### config.mk
export PLATFORM = sky130hd
export DESIGN_NAME = hazard_scoreboard
export DESIGN_NICKNAME = d
export VERILOG_FILES = /design/src/rtl/hazard_scoreboard.sv
export SDC_FILE = /design/constraint.sdc
export NUM_CORES = 1
export LEC_CHECK = 0
export ABC_AREA = 1
export BUFFER_PORTS_ARGS = -buffer_cell sky130_fd_sc_hd__buf_2
export CAP_MARGIN = 20
export CORE_MARGIN = 2
export CORE_UTILIZATION = 55
export CTS_BUF_LIST = sky130_fd_sc_hd__clkbuf_4 sky130_fd_sc_hd__clkbuf_8 sky130_fd_sc_hd__clkbuf_16
export CTS_CLUSTER_SIZE = 20
export DETAILED_ROUTE_END_ITERATION = 6
export PLACE_DENSITY = 0.9
export SETUP_SLACK_MARGIN = 0.5
export SLEW_MARGIN = 5
export SYNTH_ARGS = -nofsm -noshare
export SYNTH_HDL_FRONTEND = slang
export SYNTH_SLANG_ARGS = --single-unit
### constraint.sdc
create_clock -name clk -period 1.76 [get_ports clk]
set_input_delay 0.264 -clock clk [delete_from_list [all_inputs] [get_ports clk]]
set_output_delay 0.264 -clock clk [all_outputs]
set_load 0.01 [all_outputs]
### src/rtl/hazard_scoreboard.sv
// RAW hazard responder: shadows EXE/MEM destination fields and produces
// freeze/flush for decode and fetch, plus saturating stall/flush statistics.
module hazard_scoreboard #(
    parameter int FORWARD_EN = 0,
    parameter int CNT_W      = 16
) (
    input  logic             clk,
    input  logic             rst,
    input  logic             id_valid,
    input  logic [4:0]       id_src1,
    input  logic [4:0]       id_src2,
    input  logic             id_uses_src2,
    input  logic             id_wb_en,
    input  logic             id_mem_read,
    input  logic [4:0]       id_dest,
    input  logic             exe_branch_taken,
    output logic             freeze,
    output logic             flush,
    output logic [CNT_W-1:0] stall_count,
    output logic [CNT_W-1:0] flush_count
);

    typedef struct packed {
        logic       v;
        logic       wb;
        logic       ld;
        logic [4:0] dest;
    } ent_t;

    ent_t             r_ex;
    ent_t             r_mem;
    logic [CNT_W-1:0] r_stall_cnt;
    logic [CNT_W-1:0] r_flush_cnt;

    logic             w_hz1;
    logic             w_hz2;
    logic             w_freeze;
    logic             w_flush;
    ent_t             w_ex_nxt;

    // Register 0 is hardwired, so it can never be a true dependency.
    function automatic logic f_match(input ent_t e, input logic [4:0] s);
        return e.v & e.wb & (e.dest == s) & (s != 5'd0);
    endfunction

    generate
        if (FORWARD_EN != 0) begin : g_fwd
            // With forwarding only a load still in EXE cannot supply its result in time.
            assign w_hz1 = f_match(r_ex, id_src1) & r_ex.ld;
            assign w_hz2 = f_match(r_ex, id_src2) & r_ex.ld;
        end else begin : g_nofwd
            assign w_hz1 = f_match(r_ex, id_src1) | f_match(r_mem, id_src1);
            assign w_hz2 = f_match(r_ex, id_src2) | f_match(r_mem, id_src2);
        end
    endgenerate

    assign w_flush  = exe_branch_taken;
    assign w_freeze = id_valid & ~w_flush & (w_hz1 | (id_uses_src2 & w_hz2));

    always_comb begin
        w_ex_nxt = '0;
        if (!w_freeze && !w_flush) begin
            w_ex_nxt.v    = id_valid;
            w_ex_nxt.wb   = id_wb_en;
            w_ex_nxt.ld   = id_mem_read;
            w_ex_nxt.dest = id_dest;
        end
    end

    always_ff @(posedge clk or posedge rst) begin
        if (rst) begin
            r_ex        <= '0;
            r_mem       <= '0;
            r_stall_cnt <= '0;
            r_flush_cnt <= '0;
        end else begin
            r_mem <= r_ex;
            r_ex  <= w_ex_nxt;
            if (w_freeze && (r_stall_cnt != {CNT_W{1'b1}}))
                r_stall_cnt <= r_stall_cnt + 1'b1;
            if (w_flush && (r_flush_cnt != {CNT_W{1'b1}}))
                r_flush_cnt <= r_flush_cnt + 1'b1;
        end
    end

    assign freeze      = w_freeze;
    assign flush       = w_flush;
    assign stall_count = r_stall_cnt;
    assign flush_count = r_flush_cnt;

endmodule

==> results of run 1 <==
## per-stage QoR
step / power, uW / util / hold WS [ns] / cell area, um^2
after global placement: 1730 / 0.658 / 0.332 / 3130
after detailed placement: 1750 / 0.658 / 0.338 / 3130
after CTS: 2740 / 0.754 / 0.0133 / 3580
after floorplan: 1570 / - / 0.281 / 2790
final: 2950 / 0.819 / -0.0000189 / 3890
after global routing: 3070 / 0.819 / 0.0493 / 3890
## area by class of cell
class                   count  area (um^2)  share of cell area
well taps                  67         83.8              0.0215
inverters                  52          206              0.0530
multi-input cells         267         1500               0.385
flip-flops and latches     46         1160               0.297
clock buffers               6         76.3              0.0196
repair buffers            106          832               0.214
clock inverters             2         37.5             0.00964
## routing by layer
| layer | wire [um] | part of all wire |
|---|---|---|
| met5 | 0 | 0 |
| met4 | 170 | 0.022 |
| met3 | 364 | 0.048 |
| met2 | 4010 | 0.53 |
| met1 | 3070 | 0.40 |
## what timing repair did
| item | 4_1_cts | 5_1_grt |
|---|---|---|
| cloned | 1 | 1 |
| pin swaps | 21 | 36 |
| endpoints found under the setup margin | 41 | 50 |
| gates resized for setup | 30 | 38 |
| setup buffers | 29 | 16 |
## path summary, 6_finish.rpt
kind	endpoint	depth (start not counted)	slack, ns	start
worst max-delay path	freeze	10	-0.01	r_ex[3]
worst min-delay path	r_mem[2]	2	-0.00002	rst
worst max register to register	stall_count[4]	14	0.03	r_ex[3]
worst min register to register	r_mem[6]	0	0.41	r_ex[6]
max in group asynchronous	flush_count[0]	3	1.26	rst
min in group clk	r_ex[1]	3	0.16	id_dest[1]
## registers in the layout (all words and copies together) (netlist names)
signal       flops
r_mem            7
stall_count     16
r_ex             7
flush_count     16
## where the power goes
group / switching [uW] / internal [uW] / total, uW / leakage (uW)
logic: 425 / 466 / 891 / 0.00147
clock network: 368 / 440 / 807 / 0.0000548
registers: 95.9 / 1150 / 1250 / 0.000606
## cell usage after synthesis
master    instances  share of area
buf_1             1         0.0014
buf_2             3         0.0055
buf_4             1         0.0028
buf_6             4          0.017
dfrtp_1          46           0.42
ha_1              2         0.0092
inv_1            41          0.057
inv_2            11          0.015
nand2_1         130           0.18
nand2_2           4         0.0092
nand2_4           1         0.0041
nand3_1          17          0.031
nand3_2           2         0.0073
nand3b_1          1         0.0028
nand4_1          23          0.053
nor2_1           45          0.062
nor2_4            3          0.012
nor3_1            6          0.011
nor3_2            2         0.0073
o21ai_0           3         0.0055
o21ai_1           1         0.0018
xnor2_1           9          0.029
xor2_1           17          0.055
## cell families (layout without fill, tap and decap cells)
family                     count (synthesis)  after routing  synth area share
xor gates and xnor gates                  26             26            0.0836
AOI/OAI and AO/OA                          4              4           0.00735
and+or+nand+nor                          234            235             0.379
adders and majority gates                  2              2           0.00919
buffers and inverters                     61            166            0.0978
DFF                                       46             46             0.423
==> flow_results.xml, run 1 <==
<?xml version="1.0" encoding="UTF-8"?>
<metrics>
  <group name="setup_path">
    <metric name="critPathKind" unit="">reg -&gt; out</metric>
    <metric name="worstSetupEndpointType" unit="">output pin</metric>
    <metric name="setup.worst_path.start_class" unit="">register</metric>
    <metric name="slowest_stage" unit="">dfrtp_1</metric>
    <metric name="required_time_of_the_critical_path" unit="ns">1.50</metric>
    <metric name="path_delay_family" unit="">simple AND/OR/NAND/NOR gates</metric>
    <metric name="critical_path.max_fanout" unit="">4</metric>
    <metric name="crit_buf_inv" unit="">2</metric>
    <metric name="timing.critical_path.slowest_cell_delay" unit="ns">0.43</metric>
    <metric name="critical_path.cell_chain" unit="">nand2_1 &gt; nand2_1 &gt; nor2_1 &gt; nand3_1 &gt; nand2_1 &gt; nand2_2 &gt; nand2_4 &gt; nand2_4 &gt; inv_4 &gt; buf_6</metric>
    <metric name="timing.critical_path.arrival" unit="ns">1.51</metric>
    <metric name="cp_common_cell" unit="">nand2_1</metric>
  </group>
  <group name="floorplan">
    <metric name="number_of_cell_rows" unit="">25</metric>
    <metric name="core_region" unit="mm^2">0.00475</metric>
    <metric name="fp.dieArea" unit="mm^2">0.00553</metric>
    <metric name="io_pins" unit="">56</metric>
    <metric name="floorplan.initialDensity" unit="">0.573</metric>
    <metric name="die_h" unit="um">74.4</metric>
    <metric name="die_width" unit="um">74.4</metric>
  </group>
  <group name="status">
    <metric name="status" unit="">finished, violations left</metric>
    <metric name="failed_checks" unit="">hold timing, setup timing</metric>
  </group>
  <group name="worst_hold_path">
    <metric name="hold_class" unit="">in -&gt; async</metric>
  </group>
  <group name="drt">
    <metric name="via_count" unit="">2839</metric>
    <metric name="routedWlPerCell" unit="um">13.9</metric>
    <metric name="postRouteWirelength" unit="um">7610</metric>
    <metric name="remaining_drc_errors" unit="">0</metric>
    <metric name="drt_iter0_markers" unit="">165</metric>
    <metric name="antenna_left" unit="">0</metric>
    <metric name="routed_via_density" unit="">5.20</metric>
    <metric name="detail_route.first_pass.iterations" unit="">4</metric>
  </group>
  <group name="sta">
    <metric name="final.setup.tns" unit="ns">-0.0130</metric>
    <metric name="final_hold_viol_count" unit="">3</metric>
    <metric name="timing.slew.headroom" unit="">0.641</metric>
    <metric name="minimum_hold_slack" unit="ns">-0.0000189</metric>
    <metric name="report.final.slew_viol_count" unit="">0</metric>
    <metric name="fin_crit_sh" unit="">1.01</metric>
    <metric name="final_critical_path_setup_slack" unit="ns">-0.0130</metric>
    <metric name="worst_pin_slew" unit="ns">0.537</metric>
    <metric name="finalClockSkew" unit="ns">0.0112</metric>
    <metric name="grt_setup_unrepaired" unit="">yes</metric>
    <metric name="setup_violations" unit="">1</metric>
    <metric name="max_freq" unit="GHz">0.564</metric>
    <metric name="period_minus_slack" unit="ns">1.77</metric>
  </group>
  <group name="grt">
    <metric name="grt_max_degree" unit="">25</metric>
    <metric name="groute.usage.overall" unit="">0.259</metric>
    <metric name="grt.met2_usage" unit="">0.447</metric>
    <metric name="grt_remaining_overflow" unit="">0</metric>
    <metric name="grt_most_used_layer" unit="">met2</metric>
    <metric name="grt_pass1_vias" unit="">2578</metric>
    <metric name="grt_first_pass_wirelength" unit="um">11100</metric>
    <metric name="grt_util_met3" unit="">0.0312</metric>
    <metric name="global_route.usage.met1" unit="">0.329</metric>
    <metric name="antenna_found_initial" unit="">0</metric>
  </group>
  <group name="clock_tree">
    <metric name="clk_pin_slew_worst_paths" unit="ns">0.09</metric>
    <metric name="number_of_h_tree_levels" unit="">2</metric>
    <metric name="cts_hold_buf" unit="">0</metric>
    <metric name="tritoncts_num_sinks" unit="">46</metric>
    <metric name="tritoncts.num_buffers" unit="">5</metric>
    <metric name="tritoncts_clock_tree" unit="">done</metric>
    <metric name="clock_tree.buffer_depth" unit="">2</metric>
    <metric name="clk-insertion-delay-late" unit="ns">0.30</metric>
    <metric name="clockRootBuffer" unit="">clkbuf_8</metric>
  </group>
  <group name="yosys">
    <metric name="synth_nets" unit="">397</metric>
    <metric name="mappedNetlistArea" unit="mm^2">0.00272</metric>
    <metric name="synth_seq_cells" unit="">46</metric>
    <metric name="synth.distinct_cells" unit="">23</metric>
    <metric name="sequential_fraction_of_the_synthesis_area" unit="">0.423</metric>
    <metric name="synthCells" unit="">373</metric>
    <metric name="ys_warn_count" unit="">0</metric>
    <metric name="synth_area_per_cell" unit="um^2">7.30</metric>
  </group>
  <group name="finish">
    <metric name="post_route_cells_drive_above_1_share" unit="">0.374</metric>
    <metric name="area_growth" unit="%">42.9</metric>
    <metric name="num-fill-cells" unit="">297</metric>
    <metric name="layout_common_cells" unit="">117 x nand2_1, 44 x buf_2, 42 x dfrtp_1, 36 x nor2_1, 33 x inv_1</metric>
    <metric name="design.final.nets" unit="">502</metric>
    <metric name="layoutNonFillerInstCount" unit="">546</metric>
    <metric name="n_antenna_cell" unit="">0</metric>
    <metric name="final_common_cell" unit="">nand2_1</metric>
  </group>
  <group name="place">
    <metric name="detailed_place_hpwl" unit="um">4620</metric>
    <metric name="place.detailed.instances" unit="">491</metric>
    <metric name="place_worst_setup_slack" unit="ns">0.00795</metric>
    <metric name="finalWeightedCongestion" unit="">0.934</metric>
    <metric name="port_buffers" unit="">54</metric>
  </group>
  <group name="power">
    <metric name="peakVddDrop" unit="mV">0.938</metric>
    <metric name="power-per-cell-area" unit="mW/mm^2">757</metric>
    <metric name="leakage" unit="uW">0.00213</metric>
  </group>
  <group name="flow_run">
    <metric name="total_of_max_cap_violations" unit="">0</metric>
  </group>
</metrics>
(Power assumes the default switching activity.)
==> run 2: changes to the inputs <==
--- a/config.mk
+++ b/config.mk
@@ -13,9 +13,9 @@
 export CTS_BUF_LIST = sky130_fd_sc_hd__clkbuf_4 sky130_fd_sc_hd__clkbuf_8 sky130_fd_sc_hd__clkbuf_16
 export CTS_CLUSTER_SIZE = 20
 export DETAILED_ROUTE_END_ITERATION = 6
+export MAX_ROUTING_LAYER = met4
 export PLACE_DENSITY = 0.9
 export SETUP_SLACK_MARGIN = 0.5
-export SLEW_MARGIN = 5
 export SYNTH_ARGS = -nofsm -noshare
 export SYNTH_HDL_FRONTEND = slang
 export SYNTH_SLANG_ARGS = --single-unit
==> constraint.sdc (replaced) <==
create_clock -name clk -period 2 [get_ports clk]
set_input_delay 0.3 -clock clk [delete_from_list [all_inputs] [get_ports clk]]
set_output_delay 0.3 -clock clk [all_outputs]
set_load 0.01 [all_outputs]
==> run 2 against run 1 <==
The flow now finishes without violations. Utilization shrank 6.6 points. Count of clock-buffer cells in the layout shrank 1. Clock power shrank 34%. Sequential power shrank 13%. Final area shrank 8.1%. Largest cell class unchanged.
==> flow_results.xml, run 2 (same netlist as run 1, synthesis figures left out) <==
<?xml version="1.0" encoding="UTF-8"?>
<metrics>
  <group name="drt">
    <metric name="detail_route.first_pass.iterations" unit="">5</metric>
    <metric name="via_count" unit="">2749</metric>
    <metric name="postRouteWirelength" unit="um">7190</metric>
    <metric name="routed_via_density" unit="">5.22</metric>
    <metric name="drt_iter0_markers" unit="">232</metric>
    <metric name="antenna_left" unit="">0</metric>
    <metric name="routedWlPerCell" unit="um">13.6</metric>
    <metric name="remaining_drc_errors" unit="">0</metric>
  </group>
  <group name="place">
    <metric name="place.detailed.instances" unit="">489</metric>
    <metric name="detailed_place_hpwl" unit="um">4400</metric>
    <metric name="place_worst_setup_slack" unit="ns">0.174</metric>
    <metric name="port_buffers" unit="">54</metric>
    <metric name="finalWeightedCongestion" unit="">0.920</metric>
  </group>
  <group name="grt">
    <metric name="groute.usage.overall" unit="">0.263</metric>
    <metric name="grt_max_degree" unit="">26</metric>
    <metric name="grt_pass1_vias" unit="">2455</metric>
    <metric name="grt_first_pass_wirelength" unit="um">10800</metric>
    <metric name="grt_remaining_overflow" unit="">0</metric>
    <metric name="antenna_found_initial" unit="">0</metric>
  </group>
  <group name="setup_path">
    <metric name="critPathKind" unit="">reg -&gt; reg</metric>
    <metric name="timing.rr.start" unit="">r_ex[2]</metric>
    <metric name="r2r_end" unit="">stall_count[10]</metric>
    <metric name="timing.critical_path.arrival" unit="ns">2.04</metric>
    <metric name="ff2ff_path_depth" unit="">15</metric>
    <metric name="setup.worst_path.start_class" unit="">register</metric>
    <metric name="reg2reg_setup_slack" unit="ns">0.15</metric>
    <metric name="worstSetupEndpointType" unit="">register</metric>
    <metric name="required_time_of_the_critical_path" unit="ns">2.19</metric>
    <metric name="critical_path.max_fanout" unit="">9</metric>
  </group>
  <group name="sta">
    <metric name="timing.slew.headroom" unit="">0.673</metric>
    <metric name="worst_pin_slew" unit="ns">0.490</metric>
    <metric name="final_critical_path_setup_slack" unit="ns">0.148</metric>
    <metric name="finalClockSkew" unit="ns">0.00596</metric>
    <metric name="max_freq" unit="GHz">0.540</metric>
    <metric name="final_hold_viol_count" unit="">0</metric>
    <metric name="setup_violations" unit="">0</metric>
    <metric name="final.setup.tns" unit="ns">0</metric>
    <metric name="grt_setup_unrepaired" unit="">yes</metric>
    <metric name="report.final.slew_viol_count" unit="">0</metric>
    <metric name="period_minus_slack" unit="ns">1.85</metric>
    <metric name="fin_crit_sh" unit="">0.926</metric>
  </group>
  <group name="floorplan">
    <metric name="floorplan.initialDensity" unit="">0.573</metric>
    <metric name="number_of_cell_rows" unit="">25</metric>
    <metric name="die_width" unit="um">74.4</metric>
    <metric name="core_region" unit="mm^2">0.00475</metric>
    <metric name="fp.dieArea" unit="mm^2">0.00553</metric>
    <metric name="io_pins" unit="">56</metric>
    <metric name="die_h" unit="um">74.4</metric>
  </group>
  <group name="finish">
    <metric name="n_antenna_cell" unit="">0</metric>
    <metric name="final_common_cell" unit="">nand2_1</metric>
    <metric name="post_route_cells_drive_above_1_share" unit="">0.320</metric>
    <metric name="design.final.nets" unit="">484</metric>
    <metric name="num-fill-cells" unit="">366</metric>
    <metric name="layoutNonFillerInstCount" unit="">527</metric>
    <metric name="layout_common_cells" unit="">120 x nand2_1, 53 x buf_2, 44 x dfrtp_1, 39 x nor2_1, 36 x inv_1</metric>
    <metric name="area_growth" unit="%">31.3</metric>
    <metric name="finished_core_util" unit="">0.752</metric>
  </group>
  <group name="flow_run">
    <metric name="total_of_max_cap_violations" unit="">0</metric>
  </group>
  <group name="clock_tree">
    <metric name="tritoncts_clock_tree" unit="">done</metric>
    <metric name="tritoncts_num_sinks" unit="">46</metric>
    <metric name="clk-insertion-delay-late" unit="ns">0.30</metric>
    <metric name="clockRootBuffer" unit="">clkbuf_8</metric>
    <metric name="clock_tree.buffer_depth" unit="">2</metric>
    <metric name="tritoncts.num_buffers" unit="">5</metric>
    <metric name="number_of_h_tree_levels" unit="">2</metric>
    <metric name="clk_pin_slew_worst_paths" unit="ns">0.08</metric>
  </group>
  <group name="power">
    <metric name="peakVddDrop" unit="mV">0.619</metric>
    <metric name="leakage" unit="uW">0.00197</metric>
    <metric name="power-per-cell-area" unit="mW/mm^2">620</metric>
  </group>
  <group name="worst_hold_path">
    <metric name="hold_class" unit="">in -&gt; async</metric>
  </group>
  <group name="status">
    <metric name="status" unit="">complete, no violations</metric>
  </group>
</metrics>
## run 2: repair_timing
item,4_1_cts,5_1_grt
gates resized for setup,22,22
buffers inserted,18,9
hold endpoints to repair,0,0
gates cloned,4,0
hold buffers,0,0
pin swaps,13,18
setup endpoints to repair,30,36
## run 2: worst max-delay path: stages (launching register included)
cell and delay (ns):
dfrtp_1 0.41, inv_1 0.08, nand2_1 0.07, nand2_2 0.08, nor2_2 0.03, nand3_1 0.08, nand2_1 0.06, nand2_2 0.06
nand2_2 0.07, buf_4 0.14, buf_6 0.11, buf_8 0.13, buf_4 0.14, buf_12 0.13, nand4_1 0.08, nand2_1 0.07
## run 2: per-stage QoR
stage          hold slack (ns)  total power [uW]  cell area, um^2
2_1_floorplan            0.354              1340             2740
3_3_place_gp             0.342              1480             3060
3_5_place_dp             0.347              1490             3060
4_1_cts                 0.0276              2100             3440
5_1_grt                 0.0442              2350             3580
6_report                0.0159              2220             3580
## run 2: metal layers
layer | vias up | part of all wire | track usage | wire length, um
li1 | 1327 | - | - | -
met1 | 1270 | 0.41 | 0.351 | 2960
met2 | 127 | 0.49 | 0.398 | 3490
met3 | 25 | 0.075 | 0.0474 | 541
met4 | 0 | 0.026 | 0.105 | 187
met5 | - | 0 | - | 0
## run 2: area by class of cell
class | instances | area (um^2) | area share
flip-flops and latches | 46 | 1150 | 0.322
clock buffers | 5 | 68.8 | 0.0192
clock inverters | 2 | 10.0 | 0.00280
multi-input cells | 268 | 1440 | 0.402
well taps | 67 | 83.8 | 0.0234
repair buffers | 87 | 626 | 0.175
inverters | 52 | 198 | 0.0553
## run 2: worst max-delay path by stage
stage | cells past startpoint | end | startpoint | slack (ns)
finish | 15 | stall_count[10] | r_ex[2] | 0.15
floorplan | 10 | stall_count[6] | stall_count[0] | 0.49
detailed placement | 9 | stall_count[8] | stall_count[0] | 0.17
CTS | 11 | freeze | r_mem[3] | 0.20
global placement | 9 | stall_count[1] | stall_count[0] | 0.26
global route | 15 | stall_count[10] | r_ex[2] | 0.03
## run 2: power breakdown
part	switching, uW	internal, uW
Clock	298	235
Sequential	79.3	1010
Combinational	311	284
Total	689	1530
